**src/rtl/mem_arbiter.sv**
```systemverilog
// rtl/mem_arbiter.sv - two-port (fetch/data) memory arbiter with ack timeout
// Optional arbitration-loss counter enabled by MEM_ARB_PERF_EN.

module mem_arbiter #(
    parameter int ACK_TIMEOUT = 255
) (
    input  logic        clk,
    input  logic        rst_n,

    input  logic        if_req,
    input  logic [31:0] if_addr,
    output logic        if_ack,
    output logic [31:0] if_rdata,

    input  logic        d_ren,
    input  logic        d_wen,
    input  logic [31:0] d_addr,
    input  logic [31:0] d_wdata,
    output logic        d_ack,
    output logic [31:0] d_rdata,

    output logic        m_cs,
    output logic        m_we,
    output logic [31:0] m_addr,
    output logic [31:0] m_wdata,
    input  logic        m_ack,
    input  logic [31:0] m_rdata,

    output logic        if_stall,
    output logic        mem_stall,
    output logic        err,
    output logic [15:0] conflict_cnt
);

    localparam logic [1:0] IDLE   = 2'd0;
    localparam logic [1:0] D_BUSY = 2'd1;
    localparam logic [1:0] I_BUSY = 2'd2;

    localparam logic [7:0] TO_LIMIT = 8'(ACK_TIMEOUT);

    logic [1:0]  state_q,    state_d;
    logic        m_we_q,     m_we_d;
    logic [31:0] m_addr_q,   m_addr_d;
    logic [31:0] m_wdata_q,  m_wdata_d;
    logic        if_ack_q,   if_ack_d;
    logic        d_ack_q,    d_ack_d;
    logic        err_q,      err_d;
    logic [31:0] if_rdata_q, if_rdata_d;
    logic [31:0] d_rdata_q,  d_rdata_d;
    logic [7:0]  to_cnt_q,   to_cnt_d;
    logic        drop_q,     drop_d;

    logic        d_req;
    logic        d_req_eff;
    logic        if_req_eff;
    logic        cur_req;
    logic        live;

    // A request still high in the cycle its ack is presented has already been
    // served; masking it keeps the arbiter from replaying the same access.
    assign d_req      = d_ren | d_wen;
    assign d_req_eff  = d_req & ~d_ack_q;
    assign if_req_eff = if_req & ~if_ack_q;

    assign cur_req = (state_q == D_BUSY) ? d_req : if_req;
    assign live    = cur_req & ~drop_q;

    always_comb begin
        state_d    = state_q;
        m_we_d     = m_we_q;
        m_addr_d   = m_addr_q;
        m_wdata_d  = m_wdata_q;
        if_ack_d   = 1'b0;
        d_ack_d    = 1'b0;
        err_d      = 1'b0;
        if_rdata_d = if_rdata_q;
        d_rdata_d  = d_rdata_q;
        to_cnt_d   = to_cnt_q;
        drop_d     = drop_q;

        case (state_q)
            IDLE: begin
                to_cnt_d = 8'd0;
                drop_d   = 1'b0;
                if (d_req_eff) begin
                    state_d   = D_BUSY;
                    m_we_d    = d_wen;
                    m_addr_d  = d_addr;
                    m_wdata_d = d_wdata;
                end else if (if_req_eff) begin
                    state_d   = I_BUSY;
                    m_we_d    = 1'b0;
                    m_addr_d  = if_addr;
                    m_wdata_d = 32'd0;
                end
            end
            D_BUSY, I_BUSY: begin
                if (m_ack) begin
                    state_d = IDLE;
                    m_we_d  = 1'b0;
                    if (live) begin
                        if (state_q == D_BUSY) begin
                            d_ack_d = 1'b1;
                            if (!m_we_q) begin
                                d_rdata_d = m_rdata;
                            end
                        end else begin
                            if_ack_d   = 1'b1;
                            if_rdata_d = m_rdata;
                        end
                    end
                end else if (to_cnt_q + 8'd1 == TO_LIMIT) begin
                    state_d = IDLE;
                    m_we_d  = 1'b0;
                    err_d   = 1'b1;
                end else begin
                    to_cnt_d = to_cnt_q + 8'd1;
                    // A flushed requester stays flushed even if it re-raises
                    // its request before this transaction finishes.
                    if (!cur_req) begin
                        drop_d = 1'b1;
                    end
                end
            end
            default: begin
                state_d = IDLE;
                m_we_d  = 1'b0;
            end
        endcase
    end

    always_ff @(posedge clk or negedge rst_n) begin
        if (!rst_n) begin
            state_q    <= IDLE;
            m_we_q     <= 1'b0;
            m_addr_q   <= 32'd0;
            m_wdata_q  <= 32'd0;
            if_ack_q   <= 1'b0;
            d_ack_q    <= 1'b0;
            err_q      <= 1'b0;
            if_rdata_q <= 32'd0;
            d_rdata_q  <= 32'd0;
            to_cnt_q   <= 8'd0;
            drop_q     <= 1'b0;
        end else begin
            state_q    <= state_d;
            m_we_q     <= m_we_d;
            m_addr_q   <= m_addr_d;
            m_wdata_q  <= m_wdata_d;
            if_ack_q   <= if_ack_d;
            d_ack_q    <= d_ack_d;
            err_q      <= err_d;
            if_rdata_q <= if_rdata_d;
            d_rdata_q  <= d_rdata_d;
            to_cnt_q   <= to_cnt_d;
            drop_q     <= drop_d;
        end
    end

`ifdef MEM_ARB_PERF_EN
    logic [15:0] conflict_q, conflict_d;

    always_comb begin
        conflict_d = conflict_q;
        if (if_req && (state_q != I_BUSY) && (d_req_eff || (state_q == D_BUSY))
                && (conflict_q != 16'hFFFF)) begin
            conflict_d = conflict_q + 16'd1;
        end
    end

    always_ff @(posedge clk or negedge rst_n) begin
        if (!rst_n) begin
            conflict_q <= 16'd0;
        end else begin
            conflict_q <= conflict_d;
        end
    end

    assign conflict_cnt = conflict_q;
`else
    assign conflict_cnt = 16'd0;
`endif

    assign m_cs      = (state_q != IDLE);
    assign m_we      = m_we_q;
    assign m_addr    = m_addr_q;
    assign m_wdata   = m_wdata_q;
    assign if_ack    = if_ack_q;
    assign d_ack     = d_ack_q;
    assign err       = err_q;
    assign if_rdata  = if_rdata_q;
    assign d_rdata   = d_rdata_q;
    assign if_stall  = if_req & ~if_ack_q;
    assign mem_stall = d_req & ~d_ack_q;

endmodule

```
**config.mk**
```make
export PLATFORM = sky130hd
export DESIGN_NAME = mem_arbiter
export DESIGN_NICKNAME = d
export VERILOG_FILES = /design/src/rtl/mem_arbiter.sv
export SDC_FILE = /design/constraint.sdc
export NUM_CORES = 1
export LEC_CHECK = 0
export CAP_MARGIN = 30
export CORE_ASPECT_RATIO = 2
export CORE_MARGIN = 2
export CORE_UTILIZATION = 30
export CTS_CLUSTER_SIZE = 10
export DETAILED_ROUTE_END_ITERATION = 6
export GPL_ROUTABILITY_DRIVEN = 0
export PLACE_DENSITY = 0.67
export SYNTH_ARGS = -nofsm -noshare
export SYNTH_HDL_FRONTEND = slang
export SYNTH_SLANG_ARGS = --single-unit
```
**constraint.sdc**
```tcl
create_clock -name clk -period 3.35 [get_ports clk]
set_clock_uncertainty 0.05 [all_clocks]
set_input_delay 0.8375 -clock clk [delete_from_list [all_inputs] [get_ports clk]]
set_output_delay 0.8375 -clock clk [all_outputs]
set_load 0.005 [all_outputs]
```
==> results of run 1 <==
power by group through the flow:
stage               sequential, mW  clock, mW  combinational (mW)
finish                        2.96       1.86                3.55
global route                  3.07       2.00                3.83
CTS                           2.97       1.93                3.62
detailed placement            2.98          0                3.61
global placement              2.96          0                3.59
floorplan                     3.01          0                1.27
synthesized netlist by cell type, types with 2 or more instances:
master and instances:
dfrtp_1 143, mux2_1 64, nand2_1 46, o21ai_1 37, a22o_1 32, mux2i_1 32
buf_4 16, buf_2 15, clkbuf_1 10, nand2b_1 8, nor2_1 6, o21ai_0 6
xor2_1 5, ha_1 4, nor3_1 4, a21o_1 3, a21oi_1 3, inv_1 3
inv_2 2, nand3b_1 2, nand4_1 2, nand4b_1 2, nor2b_1 2, nor3b_1 2
o31ai_1 2, xnor2_1 2
layer usage:
layer / track usage [%] / up-vias
li1: - / 2181
met1: 18.2 / 2230
met2: 29.0 / 181
met3: 4.84 / 46
met4: 9.65 / 0
met5: 0 / -
how the worst max path moves through the flow:
| stage | startpoint | endpoint | cells after the start |
|---|---|---|---|
| 6_report | d_wen | mem_stall | 5 |
| 5_1_grt | d_wen | mem_stall | 5 |
| 4_1_cts | d_wen | mem_stall | 5 |
| 3_5_place_dp | d_wen | mem_stall | 5 |
| 3_3_place_gp | d_wen | mem_stall | 5 |
| 2_1_floorplan | d_wen | mem_stall | 4 |
cell usage in the layout (no fill, tap or decap), drive strengths merged, types with 3 or more instances in the layout:
cell	count
nand2	46
inv	9
clkbuf	19
nor2	6
clkinvlp	3
a21oi	5
a21o	3
xor2	5
ha	4
mux2i	32
a22o	32
mux2	64
buf	13
o21ai	43
nor3	5
nand2b	8
conb	16
clkinv	5
clkdlybuf4s50	267
dfrtp	143
kinds of logic after synthesis:
| group | after synthesis | synth area share, % |
|---|---|---|
| AOI/OAI and AO/OA | 91 | 10.5 |
| buffers and inverters | 46 | 4.17 |
| other | 1 | 0.0621 |
| adders and majority gates | 4 | 0.829 |
| xor gates and xnor gates | 7 | 1.02 |
| DFF | 143 | 59.3 |
| and+or+nand+nor | 83 | 6.90 |
| muxes | 96 | 17.2 |
sequential cells by signal, indices dropped and copies added (netlist names):
| signal | cells |
|---|---|
| m_addr | 32 |
| to_cnt_q | 8 |
| m_wdata | 32 |
| drop_q | 1 |
| err | 1 |
| d_ack | 1 |
| state_q | 2 |
| m_we | 1 |
| d_rdata | 32 |
| if_rdata | 32 |
| if_ack | 1 |
stage by stage:
step | power (mW) | setup slack [ps]
global placement | 6.55 | 176
CTS | 8.52 | 150
detailed placement | 6.59 | 155
global route | 8.90 | 111
floorplan | 4.28 | 923
finish | 8.37 | 159
final cells by class:
class / instances / area share [%]
timing repair buffer: 280 / 29.4
inverter: 5 / 0.195
clock inverter: 13 / 1.35
multi-input combinational: 297 / 23.8
tap: 262 / 3.40
clock buffer: 19 / 4.70
sequential: 143 / 37.1
worst reg2reg max path, stage by stage, from the launching register on:
cell and delay, ps:
dfrtp_1 370, inv_1 50, ha_1 610, nand2_1 270, nor4_4 320, buf_12 260, mux2_1 370
==> flow_summary_export.csv, run 1 <==
group,metric,value,unit
run_status,status,"finished, final reports clean",
cts,clkLatencyLatePin,420,ps
power_and_ir_drop,seqPwrFrac,35.4,%
drt,wl_met1,6.63,mm
cts,clockBufferDepth,2,
drt,drc_errors,0,
synth,syn_area,6040,um2
setup_path,worstSetupEndpointType,"output pin",
drt,wirelength,17.8,mm
setup_path,start_kind,"primary input",
final_layout,fin_util,48.6,%
placed_design,placed_area,9050,um2
power_and_ir_drop,p_sw,2.61,mW
sta,setup_viol,0,
floorplanning,core.rowCount,73,
synth,synth_area_leaders,"dfrtp_1 (59%), mux2_1 (12%), mux2i_1 (5.3%)",
drt,viasPerCell,4.55,
setup_path,slowest_delay,510,ps
grt,gr-total-overflow,0,
setup_path,cp_slowest_cell,"clkdlybuf4s50_1",
setup_path,worst_ep_required_time,2460,ps
sta,max_clock_freq,0.313,GHz
worst_hold_path,worstHoldPathType,"primary input to asynchronous set/reset pin",
setup_path,crit_type,"primary input to output pin",
setup_path,r2r.worst_path.cells,6,
synth,yosysTopAreaCell,"dfrtp_1",
placed_design,dp_cells,987,
sta,tightest_slew,522,ps
drt,vias,4638,
sta,drv_slew,0,
setup_path,crit_top_cell,"clkdlybuf4s50_1",
setup_path,path_cells,"clkdlybuf4s50_1 -> nor2_1 -> or2_2 -> inv_2 -> clkdlybuf4s50_1",
cts,path_clk_slew,60,ps
floorplanning,io_pins,285,
synth,syn_avg_cell_area,12.8,um2
grt,grt_usage,16.8,%
floorplanning,core_area,19800,um2
sta,worst_hold_slack,304,ps
final_layout,fillers,1815,
power_and_ir_drop,p_comb_share,42.4,%
power_and_ir_drop,clkPwrFrac,22.2,%
drt,firstDrtPassIters,4,
synth,synth_cells,471,
cts,cts.repair.resized,0,
sta,period_share,95.3,%
synth,ys_types,44,
synth,synthFlopType,"dfrtp_1",
grt,grt_max_degree,75,
sta,rsz0062_at_grt,"no",
setup_path,cp_top_family,"buffers and inverters",
final_layout,insertedDiodeCount,0,
power_and_ir_drop,cellLeakagePower,4.22,nW
run,maxCapViolCount,0,
floorplanning,dieArea,21300,um2
drt,wl_met2,9.48,mm
cts,tritoncts,"built",
cts,post_cts_buffers,0,
drt,avgRoutedWirePerCell,17.5,um
floorplanning,die_y,205,um
synth,synth_top_area_share,59.3,%
floorplanning,start_util,30.5,%
final_layout,seq_area,3580,um2
sta,tns,0,ps
synth,synth_edf_count,0,
setup_path,regToRegStartpoint,"state_q[0]",
sta,final.min_clock_period,3190,ps
synth,ys_seq_area_share,59.3,%
final_layout,areaGrowthSynthToFinish,59.6,%
placed_design,io_buffers,268,
synth,yosys_warnings,0,
setup_path,crit_buf_inv,3,
final_layout,fin_nets,882,
drt,ant_nets,0,
drt,initialDrtViolationCount,106,
power_and_ir_drop,p_int,5.76,mW
grt,grt_pass1_wl,27.1,mm
cts,root_buffer,"clkbuf_16",
final_layout,multi_input_area,2290,um2
floorplanning,dieWidth,104,um
synth,async_reset_ff_share,100,%
setup_path,worstPathArrival,2300,ps
setup_path,r2r_slack,920,ps
drt,wl_met3,862,um
placed_design,hpwl,13.1,mm
cts,clock_sinks,143,
cts,numCtsBuffers,17,
power_and_ir_drop,netSwitchingFraction,31.2,%
power_and_ir_drop,powerDensity,868,nW/um2
cts,h-tree-depth,4,
cts,cts_hold_buf,0,
drt,route.top_layer_used,"met4",
final_layout,drive_gt1_share,7.66,%
setup_path,worstReg2RegEnd,"d_rdata[8]",
final_layout,final_cell_count_no_fill,1019,
grt,antenna_found_initial,0,
final_layout,stdcell_area,9640,um2
sta,finalHoldViolations,0,
setup_path,path_max_fanout,4,
sta,relSlewSlack,65.2,%
grt,first_global_vias,4779,
power_and_ir_drop,vdd_drop_max,0.558,mV
synth,synth_seq_cells,143,
Power figures use the tool's default switching activity.
==> inputs of run 2 (changes only) <==
==> constraint.sdc (replaced) <==
create_clock -name clk -period 3.35 [get_ports clk]
set_clock_uncertainty 0.05 [all_clocks]
set_input_delay 0.67 -clock clk [delete_from_list [all_inputs] [get_ports clk]]
set_output_delay 0.67 -clock clk [all_outputs]
set_load 0.005 [all_outputs]
==> run 2 against run 1 <==
Net effect:
- combinational power is 2% lower
- clock power is 3% lower
- sequential power hardly changed
- cell count is 0.59% lower
- largest power group unchanged
- highest routed layer unchanged
==> flow_summary_export.csv, run 2 (synthesized netlist as in run 1, its figures left out) <==
group,metric,value,unit
run_status,status,"finished, final reports clean",
cts,clkLatencyLatePin,430,ps
setup_path,path_max_fanout,4,
grt,gr-total-overflow,0,
cts,root_buffer,"clkbuf_16",
drt,vias,4599,
power_and_ir_drop,powerDensity,864,nW/um2
run,maxCapViolCount,0,
cts,clockBufferDepth,2,
floorplanning,io_pins,285,
drt,ant_nets,0,
setup_path,crit_cells,5,
setup_path,crit_buf_inv,3,
cts,clock_sinks,143,
sta,final.min_clock_period,2840,ps
grt,first_global_vias,4801,
sta,setup_viol,0,
final_layout,areaGrowthSynthToFinish,58.6,%
final_layout,fin_nets,879,
sta,period_share,84.9,%
floorplanning,die_y,205,um
cts,tritoncts,"built",
drt,viasPerCell,4.54,
setup_path,path_cells,"clkdlybuf4s50_1 -> nor2_1 -> or2_2 -> inv_2 -> clkdlybuf4s50_1",
cts,path_clk_slew,60,ps
power_and_ir_drop,cellLeakagePower,4.19,nW
setup_path,r2r_slack,880,ps
sta,worst_hold_slack,204,ps
power_and_ir_drop,vdd_drop_max,0.599,mV
setup_path,cp_slowest_cell,"clkdlybuf4s50_1",
final_layout,insertedDiodeCount,0,
drt,drc_errors,0,
final_layout,drive_gt1_share,6.26,%
cts,h-tree-depth,4,
sta,rsz0062_at_grt,"no",
cts,numCtsBuffers,17,
cts,post_cts_buffers,0,
floorplanning,dieArea,21300,um2
drt,wirelength,17.7,mm
sta,tightest_slew,629,ps
setup_path,worstPathArrival,2120,ps
grt,grt_pass1_wl,27.1,mm
setup_path,start_kind,"primary input",
placed_design,io_buffers,268,
grt,grt_usage,16.7,%
grt,grt_max_degree,97,
setup_path,worstReg2RegEnd,"d_rdata[11]",
sta,max_clock_freq,0.352,GHz
drt,initialDrtViolationCount,120,
cts,cts_hold_buf,0,
final_layout,final_common_cell,"clkdlybuf4s50_1",
setup_path,crit_path_start,"d_wen",
cts,cts.repair.resized,0,
setup_path,regToRegStartpoint,"state_q[0]",
floorplanning,core_area,19800,um2
setup_path,worstSetupEndpointType,"output pin",
sta,finalHoldViolations,0,
worst_hold_path,worstHoldPathType,"primary input to asynchronous set/reset pin",
final_layout,layout_common_cells,"clkdlybuf4s50_1 (267), dfrtp_1 (143), mux2_1 (64), nand2_1 (46), o21ai_1 (36)",
setup_path,worst_ep_required_time,2630,ps
placed_design,hpwl,13.0,mm
setup_path,cp_top_family,"buffers and inverters",
final_layout,fin_util,48.3,%
sta,tns,0,ps
sta,relSlewSlack,58.0,%
setup_path,crit_top_cell,"clkdlybuf4s50_1",
drt,firstDrtPassIters,5,
drt,avgRoutedWirePerCell,17.4,um
sta,drv_slew,0,
floorplanning,dieWidth,104,um
floorplanning,core.rowCount,73,
setup_path,slowest_delay,500,ps
grt,antenna_found_initial,0,
floorplanning,start_util,30.5,%
setup_path,crit_type,"primary input to output pin",
setup_path,r2r.worst_path.cells,6,
## run 2: cell types whose count changed in the layout (fill, tap and decap cells not counted), sizes merged
cell      delta
clkbuf       +5
clkinv       -4
inv          -4
buf          -3
bufinv       +1
clkinvlp     -1
## run 2: how the worst max path moves through the flow
stage / endpoint / slack (ps)
floorplan: mem_stall / 1260
global placement: mem_stall / 510
detailed placement: mem_stall / 500
CTS: mem_stall / 490
global route: mem_stall / 420
finish: mem_stall / 510
## run 2: worst register-to-register path: cells and delay by family, from the launching register on
kind	cells	cell delay (ps)
DFF	1	370
muxes	1	360
adders and majority gates	1	630
buffers and inverters	2	310
and+or+nand+nor	2	620
## run 2: metrics by stage
stage | cells | area (um2) | setup WS [ps] | power (mW)
finish | 1013 | 9570 | 506 | 8.27
global route | 1013 | 9570 | 424 | 8.76
CTS | 1013 | 9570 | 491 | 8.42
detailed placement | 984 | 9020 | 496 | 6.53
global placement | 984 | 9020 | 511 | 6.48
floorplan | 486 | 6090 | 1260 | 4.28
## run 2: routing by layer
layer  global-route usage (%)  routed length [um]
met1                     17.5                6350
met2                     30.2                9930
met3                     4.80                 931
met4                     8.11                 450
met5                        0                   0
## run 2: report_power, final
part	leakage, nW	switching, mW	internal, mW	total [mW]
Combinational	2.16	1.36	2.12	3.48
Clock	0.262	0.689	1.12	1.81
Sequential	1.77	0.448	2.53	2.98
## run 2: cell type report
cell class / count / area [um2]
fillers: 1824 / 10200
flip-flops and latches: 143 / 3580
repair buffers: 277 / 2800
multi-input cells: 297 / 2290
clock buffers: 24 / 472
well taps: 262 / 328
clock inverters: 5 / 83.8
inverters: 5 / 18.8
